### src/rtl/aes_chip_pkg.sv
// aes_chip_pkg: shared widths and drain-engine state encoding for the AES chip datapath.
package aes_chip_pkg;
    localparam int AES_BLK_W = 128;
    typedef enum logic [1:0] {
        ST_IDLE = 2'd0,
        ST_LOAD = 2'd1,
        ST_SEND = 2'd2
    } state_t;
endpackage

### src/rtl/fifo128_unpack_rd.sv
// fifo128_unpack_rd: pops 128-bit FIFO words and streams them MSB-first as OUT_W-bit beats.
module fifo128_unpack_rd
    import aes_chip_pkg::*;
#(
    parameter int DATA_W = AES_BLK_W,
    parameter int OUT_W  = 32
) (
    input  logic              i_clk,
    input  logic              i_rst_n,
    input  logic              i_clr,
    input  logic              i_fifo_empty,
    input  logic [DATA_W-1:0] i_fifo_data,
    output logic              o_fifo_rd_en,
    output logic [OUT_W-1:0]  o_out_data,
    output logic              o_out_valid,
    input  logic              i_out_ready,
    output logic              o_out_last,
    output logic              o_busy
);
    localparam int BEATS = DATA_W / OUT_W;
    localparam int CNT_W = BEATS > 1 ? $clog2(BEATS) : 1;
    localparam logic [CNT_W-1:0] LAST_CNT = CNT_W'(BEATS - 1);

    state_t            r_state, w_next;
    logic [CNT_W-1:0]  r_cnt;
    logic [DATA_W-1:0] r_buf;
    logic              w_send, w_last, w_hs, w_pop;

    assign w_send = r_state == ST_SEND;
    assign w_last = r_cnt == LAST_CNT;
    assign w_hs   = w_send && i_out_ready && !i_clr;
    // Refill on the last-beat handshake so back-to-back words cost only the LOAD bubble.
    assign w_pop  = i_rst_n && !i_clr && !i_fifo_empty && (r_state == ST_IDLE || (w_hs && w_last));

    always_comb begin
        w_next = r_state;
        if (i_clr)
            w_next = ST_IDLE;
        else
            case (r_state)
                ST_IDLE: w_next = w_pop ? ST_LOAD : ST_IDLE;
                ST_LOAD: w_next = ST_SEND;
                ST_SEND: w_next = (w_hs && w_last) ? (w_pop ? ST_LOAD : ST_IDLE) : ST_SEND;
                default: w_next = ST_IDLE;
            endcase
    end

    always_ff @(posedge i_clk or negedge i_rst_n) begin
        if (!i_rst_n) begin
            r_state <= ST_IDLE;
            r_cnt   <= '0;
            r_buf   <= '0;
        end else if (i_clr) begin
            r_state <= ST_IDLE;
            r_cnt   <= '0;
            r_buf   <= '0;
        end else begin
            r_state <= w_next;
            if (r_state == ST_LOAD) begin
                r_buf <= i_fifo_data;
                r_cnt <= '0;
            end else if (w_hs) begin
                r_buf <= r_buf << OUT_W;
                r_cnt <= w_last ? '0 : r_cnt + 1'b1;
            end
        end
    end

    assign o_fifo_rd_en = w_pop;
    assign o_out_data   = r_buf[DATA_W-1 -: OUT_W];
    assign o_out_valid  = w_send;
    assign o_out_last   = w_send && w_last;
    assign o_busy       = r_state != ST_IDLE;
endmodule
### config.mk
export PLATFORM = sky130hd
export DESIGN_NAME = fifo128_unpack_rd
export DESIGN_NICKNAME = d
export VERILOG_FILES = /design/src/rtl/aes_chip_pkg.sv /design/src/rtl/fifo128_unpack_rd.sv
export SDC_FILE = /design/constraint.sdc
export NUM_CORES = 1
export LEC_CHECK = 0
export CORE_MARGIN = 4
export CORE_UTILIZATION = 40
export CTS_CLUSTER_SIZE = 20
export DETAILED_ROUTE_END_ITERATION = 10
export DONT_BUFFER_PORTS = 1
export PLACE_DENSITY_LB_ADDON = 0.1
export REMOVE_ABC_BUFFERS = 1
export SYNTH_ARGS = -nofsm -noshare
export SYNTH_HDL_FRONTEND = slang
export SYNTH_SLANG_ARGS = --single-unit
export TNS_END_PERCENT = 10
### constraint.sdc
create_clock -name i_clk -period 1.65 [get_ports i_clk]
set_clock_uncertainty 0.2 [all_clocks]
set_input_delay 0.4125 -clock i_clk [delete_from_list [all_inputs] [get_ports i_clk]]
set_output_delay 0.4125 -clock i_clk [all_outputs]
set_load 0.02 [all_outputs]
==> results of run 1 <==
==> flip-flops by register name, summed over array words and instances (netlist names) <==
name	flops
r_state	2
r_cnt	2
r_buf	128
==> routing by layer <==
metal  wire length (microns)  part of all wire  GRT usage  vias up
met5                       0                 0          0        -
met4                     152            0.0096     0.0488        0
met3                     989             0.063     0.0627       14
met2                    7470              0.47      0.300      134
met1                    7140              0.45      0.258     2183
li1                        -                 -          -     1982
==> cells in the mapped netlist (all sizes together) <==
| library cell | n | area share |
|---|---|---|
| a2111oi | 1 | 0.0015 |
| nand3 | 3 | 0.0026 |
| nand2b | 2 | 0.0034 |
| nor4bb | 1 | 0.0043 |
| o211a | 1 | 0.0017 |
| nor2 | 5 | 0.0045 |
| clkbuf | 14 | 0.0089 |
| nor2b | 1 | 0.0011 |
| dfrtp | 132 | 0.56 |
| a21oi | 3 | 0.0026 |
| nand4b | 1 | 0.0015 |
| ha | 1 | 0.0021 |
| buf | 58 | 0.083 |
| and2 | 97 | 0.10 |
| a31oi | 2 | 0.0021 |
| a22o | 31 | 0.046 |
| or4 | 1 | 0.0013 |
| inv | 2 | 0.0013 |
| nand2 | 6 | 0.0038 |
| a221o | 96 | 0.16 |
==> layout make-up <==
cell class	count	area, sq um
Timing Repair Buffer	189	2210
Clock buffer	17	425
Inverter	2	7.51
Sequential cell	132	3300
Fill cell	1145	6050
Tap cell	184	230
Clock inverter	15	165
Multi-Input combinational cell	252	2090
==> report_power, final <==
part           switching (mW)  total (mW)  internal (mW)
Sequential             0.0992        3.45           3.35
Clock                    1.41        3.77           2.36
Combinational           0.298       0.783          0.486
Total                    1.81        8.00           6.19
==> per-stage QoR <==
stage                     TNS (ns)  hold WS (ns)  instance area (sq um)
after floorplan            -200.20       -0.0831                   5340
after global placement      -0.830       -0.0799                   5870
after detailed placement     -2.31       -0.0794                   5870
after CTS                   -22.25        -0.523                   8350
after global routing        -35.01        -0.538                   8430
final                       -30.84        -0.507                   8430
==> cells by family after synthesis <==
group	after synthesis	share of synthesized area
adders and majority gates	1	0.00213
DFF	132	0.562
AOI/OAI and AO/OA	134	0.217
and+or+nand+nor	117	0.126
buffers and inverters	74	0.0932
==> what timing repair did <==
item / 4_1_cts / 5_1_grt
buffers inserted: 20 / 4
cloned: 11 / 2
gates resized for setup: 35 / 15
endpoints found under the hold margin: 264 / 132
pin swaps: 96 / 26
setup endpoints to repair: 100 / 133
==> worst max path at each step <==
stage                    startpoint                endpoint  slack, ns
6_report       r_state[0]$_DFF_PN0_            o_fifo_rd_en      -0.36
5_1_grt        r_state[0]$_DFF_PN0_            o_fifo_rd_en      -0.42
4_1_cts        r_state[0]$_DFF_PN0_            o_fifo_rd_en      -0.35
3_5_place_dp   r_state[0]$_DFF_PN0_            o_fifo_rd_en      -0.05
3_3_place_gp   r_state[0]$_DFF_PN0_            o_fifo_rd_en      -0.06
2_1_floorplan  r_state[1]$_DFF_PN0_  r_buf[100]$_DFFE_PN0P_      -1.58
==> results.cfg, run 1 <==
[yosys]
synth-seq-cells = 132
ys_warn_count = 0
yosysUniqueCellTypes = 24
avgSynthCellArea_sq_um = 12.8
synthCells = 458
seq_area_frac_synth = 0.562
netlist_area_sq_mm = 0.00588

[worst_setup_path]
slowest_delay_ns = 0.40
cp.arrival_ns = 1.40
rr_endpoint = r_buf[98]$_DFFE_PN0P_
critPathBufInv = 2
crit_type = flip-flop to output pin
cp_cell_sequence = buf_6 > nor2_4 > nand3_2 > a21oi_2 > buf_6
regToRegSetupSlack_ns = -0.32
r2r-start = r_state[1]$_DFF_PN0_
crit_path_max_fanout = 4
required_ns = 1.04
cp_slowest_cell = dfrtp_2
worst-r2r-cell-count = 6
cp_num_cells = 5
startpoint_type = flip-flop
cpMostUsedCell = buf_6
crit_path_end_kind = output pin
crit_family = flip-flops

[die]
dieWidth_microns = 129
start_util = 0.406
die_h_microns = 129
core_area_sq_mm = 0.0145
ioPinCount = 169
die-area_sq_mm = 0.0167
rows = 44

[global_route]
grt_pass1_vias = 4641
grt_max_degree = 134
grt_usage = 0.192
grt_antenna_before_repair = 0
overflow = 0
grt_pass1_wl_mm = 24.8

[clock_network]
postCtsHoldBufs = 130
root_buffer = clkbuf_16
cts_buffers = 17
h-tree-depth = 4
cts_tree = done
clk_pin_slew_ns = 0.06
cts_buffer_depth = 2
insertion_delay_ns = 0.41
cts_sinks = 132

[timing]
tightest_slew_ns = 0.341
rsz0062_at_grt = true
period_share = 1.22
final.setup.worst_slack_ns = -0.358
hold_viol_final = 132
fmax_ghz = 0.498
post-route-min-period_ns = 2.01
timing.hold.ws_ns = -0.507
slew_headroom = 0.773
drv_slew = 0
setup_violations = 132

[power]
ir_worst_vdd_v = 0.000889
p_per_area_mw_per_mm2 = 949
leakagePower_nw = 3.89
finalPower_mw = 8.00

[layout]
diodes = 0
layout_common_cells = dfrtp_1, dlygate4sd3_1, and2_1, a221o_1, a22o_1
areaGrowthSynthToFinish_pct = 43.4
layout-drive-gt1-share = 0.175
layout_commonest_cell = dfrtp_1
final_cells = 791
utilization = 0.582
nNetsFinal = 728

[placed_design]
pre_cts_ws_ns = -0.0522
dp_hpwl_mm = 8.17
place_inst = 594
port_buffers = 0
place.gp.congestion = 0.776

[job]
drv_cap = 0

[route]
vias = 4313
drtAntennaViolNets = 0
drtIter0Drc = 227
routed_wl_mm = 15.8
drc = 0
drtPass1Iterations = 4
vias_per_cell = 5.45
wire_per_inst_microns = 19.9

[hold_path]
hp-class = input pin to async pin

[outcome]
violations = hold timing, setup timing
status = complete, but fails checks
No activity file was read; power rests on OpenSTA's default activity.
==> run 2, diff against run 1 <==
- clock period: 1.65 -> 1.75 ns (I/O delays scaled with it)
==> run 2 against run 1 <==
  * The run now fails in 4_1_cts
  * Synthesized area did not move
  * Synthesized cell count did not move
==> results.cfg, run 2 <==
[clock_network]
cts_buffer_depth = 2
root_buffer = clkbuf_16
h-tree-depth = 4
cts_setup_buffers = 10
ctsResizeCount = 4
cts_sinks = 132
cts_buffers = 17
postCtsHoldBufs = 127

[die]
rows = 44
dieWidth_microns = 129
ioPinCount = 169
start_util = 0.406
die_h_microns = 129

[yosys]
synth_area_leader_cell = dfrtp_1
synth-seq-cells = 132
netlist.area_leader.share = 0.562
synth-xor-area-share = 0
synth_edf_count = 0
synth.area.top_cells = dfrtp_1, a221o_1, and2_1
ys_top_cells_by_count = dfrtp_1, and2_1, a221o_1
synth.most_common_cell = dfrtp_1
seq_area_frac_synth = 0.562
async_reset_ff_frac = 1.00
ys_warn_count = 0
synthCells = 458
synthSimpleGateAreaFrac = 0.126
synth_mux_area_frac = 0
yosysUniqueCellTypes = 24
synth_top_family_by_area = compound AO/OA/AOI/OAI gates
netlist_area_sq_mm = 0.00588
synth_flop_cell = dfrtp_1
avgSynthCellArea_sq_um = 12.8
synth-adder-area-share = 0.00213
synth_compound_area_frac = 0.217

[outcome]
tool.error = [ERROR RSZ-0060] Max buffer count reached.
stop_stage = 4_1_cts
status = did not finish

[placed_design]
dp_hpwl_mm = 8.04
port_buffers = 0
place.gp.congestion = 0.785
[run 2: cell counts after synthesis]
No cell type changed its count.
[run 2: cell families after synthesis]
family / after synthesis
AOI/OAI and AO/OA: 134
DFF: 132
and+or+nand+nor: 117
buffers and inverters: 74
adders and majority gates: 1
[run 2: per-stage QoR]
step | utilization | setup slack (ns) | std cells | instance area, sq um | setup TNS [ns]
3_5_place_dp | 0.400 | 0.0183 | 588 | 5790 | 0
3_3_place_gp | 0.400 | 0.0163 | 588 | 5790 | 0
2_1_floorplan | - | -1.48 | 386 | 5340 | -187.42
==> run 3, diff against run 2 <==
- CORE_UTILIZATION: 40 -> 25
- CTS_CLUSTER_SIZE: 20 -> not set
- PLACE_DENSITY_LB_ADDON: 0.1 -> 0.15
- clock period: 1.75 -> 2.3 ns (I/O delays scaled with it)
==> run 3 against run 2 <==
  * The flow now finishes, with violations (hold timing)
==> results.cfg, run 3 (synthesis gave the netlist of run 1 again) <==
[outcome]
status = complete, but fails checks
violations = hold timing

[route]
wire_per_inst_microns = 19.3
drtPass1Iterations = 5
routed_wl_mm = 14.2
vias = 3566
drc = 0
drtIter0Drc = 250
drtAntennaViolNets = 0
vias_per_cell = 4.83

[global_route]
overflow = 0
grt_max_degree = 134
grt_pass1_vias = 3720
grt_pass1_wl_mm = 22.6
grt_antenna_before_repair = 0
grt_usage = 0.110

[clock_network]
postCtsHoldBufs = 1
cts_buffers = 17
clk_pin_slew_ns = 0.06
root_buffer = clkbuf_16
cts_sinks = 132
insertion_delay_ns = 0.41
cts_tree = done
cts_buffer_depth = 2
cts_setup_buffers = 0
h-tree-depth = 4

[placed_design]
place.gp.congestion = 0.762
pre_cts_ws_ns = 0.370
dp_hpwl_mm = 8.70
port_buffers = 0
place_inst = 706
placed_cell_area_sq_mm = 0.00585

[timing]
fmax_ghz = 0.450
slew_headroom = 0.745
tightest_slew_ns = 0.373
timing.hold.ws_ns = -0.341
final.setup.worst_slack_ns = 0.0779
post-route-min-period_ns = 2.22
setup_violations = 0
period_share = 0.966
drv_slew = 0
hold_viol_final = 132
setup_tns_ns = 0
rsz0062_at_grt = false

[layout]
layout_common_cells = dfrtp_1, and2_1, a221o_1
largest_reg_flops = 128
diodes = 0
nNetsFinal = 547
top_register = r_buf
stdcell_area_sq_mm = 0.00640
layout-drive-gt1-share = 0.0988
final_cells = 738
areaGrowthSynthToFinish_pct = 8.83
top_regs = r_buf (128), r_cnt (2), r_state (2)
layout_commonest_cell = dfrtp_1

[worst_setup_path]
slowest_delay_ns = 0.55
crit_family = flip-flops
crit_type = flip-flop to output pin
cp_cell_sequence = nor2b_1 > and2_1
cp.arrival_ns = 1.45
crit_path_end_kind = output pin
startpoint_type = flip-flop
cp_slowest_cell = dfrtp_1
crit_path_max_fanout = 11
required_ns = 1.52
critPathBufInv = 0

[die]
ioPinCount = 169
dieWidth_microns = 161
start_util = 0.257
die_h_microns = 161
die-area_sq_mm = 0.0260
core_area_sq_mm = 0.0229
rows = 55

[hold_path]
hp-class = input pin to async pin

[job]
drv_cap = 0

[power]
leakagePower_nw = 2.92
ir_worst_vdd_v = 0.000390
p_per_area_mw_per_mm2 = 808
[run 3: per-layer routing]
layer  GRT usage  part of all wire  up-vias
met4      0.0314            0.0063        0
li1            -                 -     1610
met1       0.148              0.46     1829
met2       0.158              0.44      120
met5           0                 0        -
met3      0.0531             0.093        7
[run 3: worst paths after layout]
| check | startpoint | to | slack [ns] | cells after the start |
|---|---|---|---|---|
| max | r_state[1]$_DFF_PN0_ | o_out_last | 0.08 | 2 |
| min | i_rst_n | r_buf[111]$_DFFE_PN0P_ | -0.34 | 0 |
| max reg2reg | r_state[1]$_DFF_PN0_ | r_buf[81]$_DFFE_PN0P_ | 0.35 | 4 |
| min reg2reg | r_buf[26]$_DFFE_PN0P_ | r_buf[26]$_DFFE_PN0P_ | 0.29 | 1 |
| max in group asynchronous | i_rst_n | r_state[0]$_DFF_PN0_ | 2.04 | 0 |
| min in group i_clk | i_clr | r_cnt[1]$_DFFE_PN0P_ | 0.03 | 1 |
[run 3: report_power, final]
part / switching, mW / internal (mW) / total, mW
sequential: 0.0756 / 2.40 / 2.48
clock: 1.03 / 1.45 / 2.48
combinational: 0.120 / 0.0915 / 0.211
[run 3: metrics by stage]
stage,utilization,power (mW)
floorplan,-,2.65
global placement,0.255,2.73
detailed placement,0.255,2.73
CTS,0.279,5.29
global route,0.279,5.39
finish,0.279,5.17
[run 3: cell type report]
class | instances | area [sq um]
clock buffer | 22 | 474
clock inverter | 9 | 56.3
fill | 2346 | 16500
inverter | 2 | 7.51
multi-input combinational | 252 | 2040
sequential | 132 | 3300
tap | 313 | 392
timing repair buffer | 8 | 125
[run 3: what timing repair did]
action	4_1_cts	5_1_grt
endpoints found under the setup margin	1	2
endpoints found under the hold margin	134	132
gates resized for setup	1	1
pin swaps	0	0
==> run 4, diff against run 3 <==
- TNS_END_PERCENT: 10 -> 30
==> results of run 4 <==
Same layout as run 3: the final DEF is identical, and so are final timing and power.
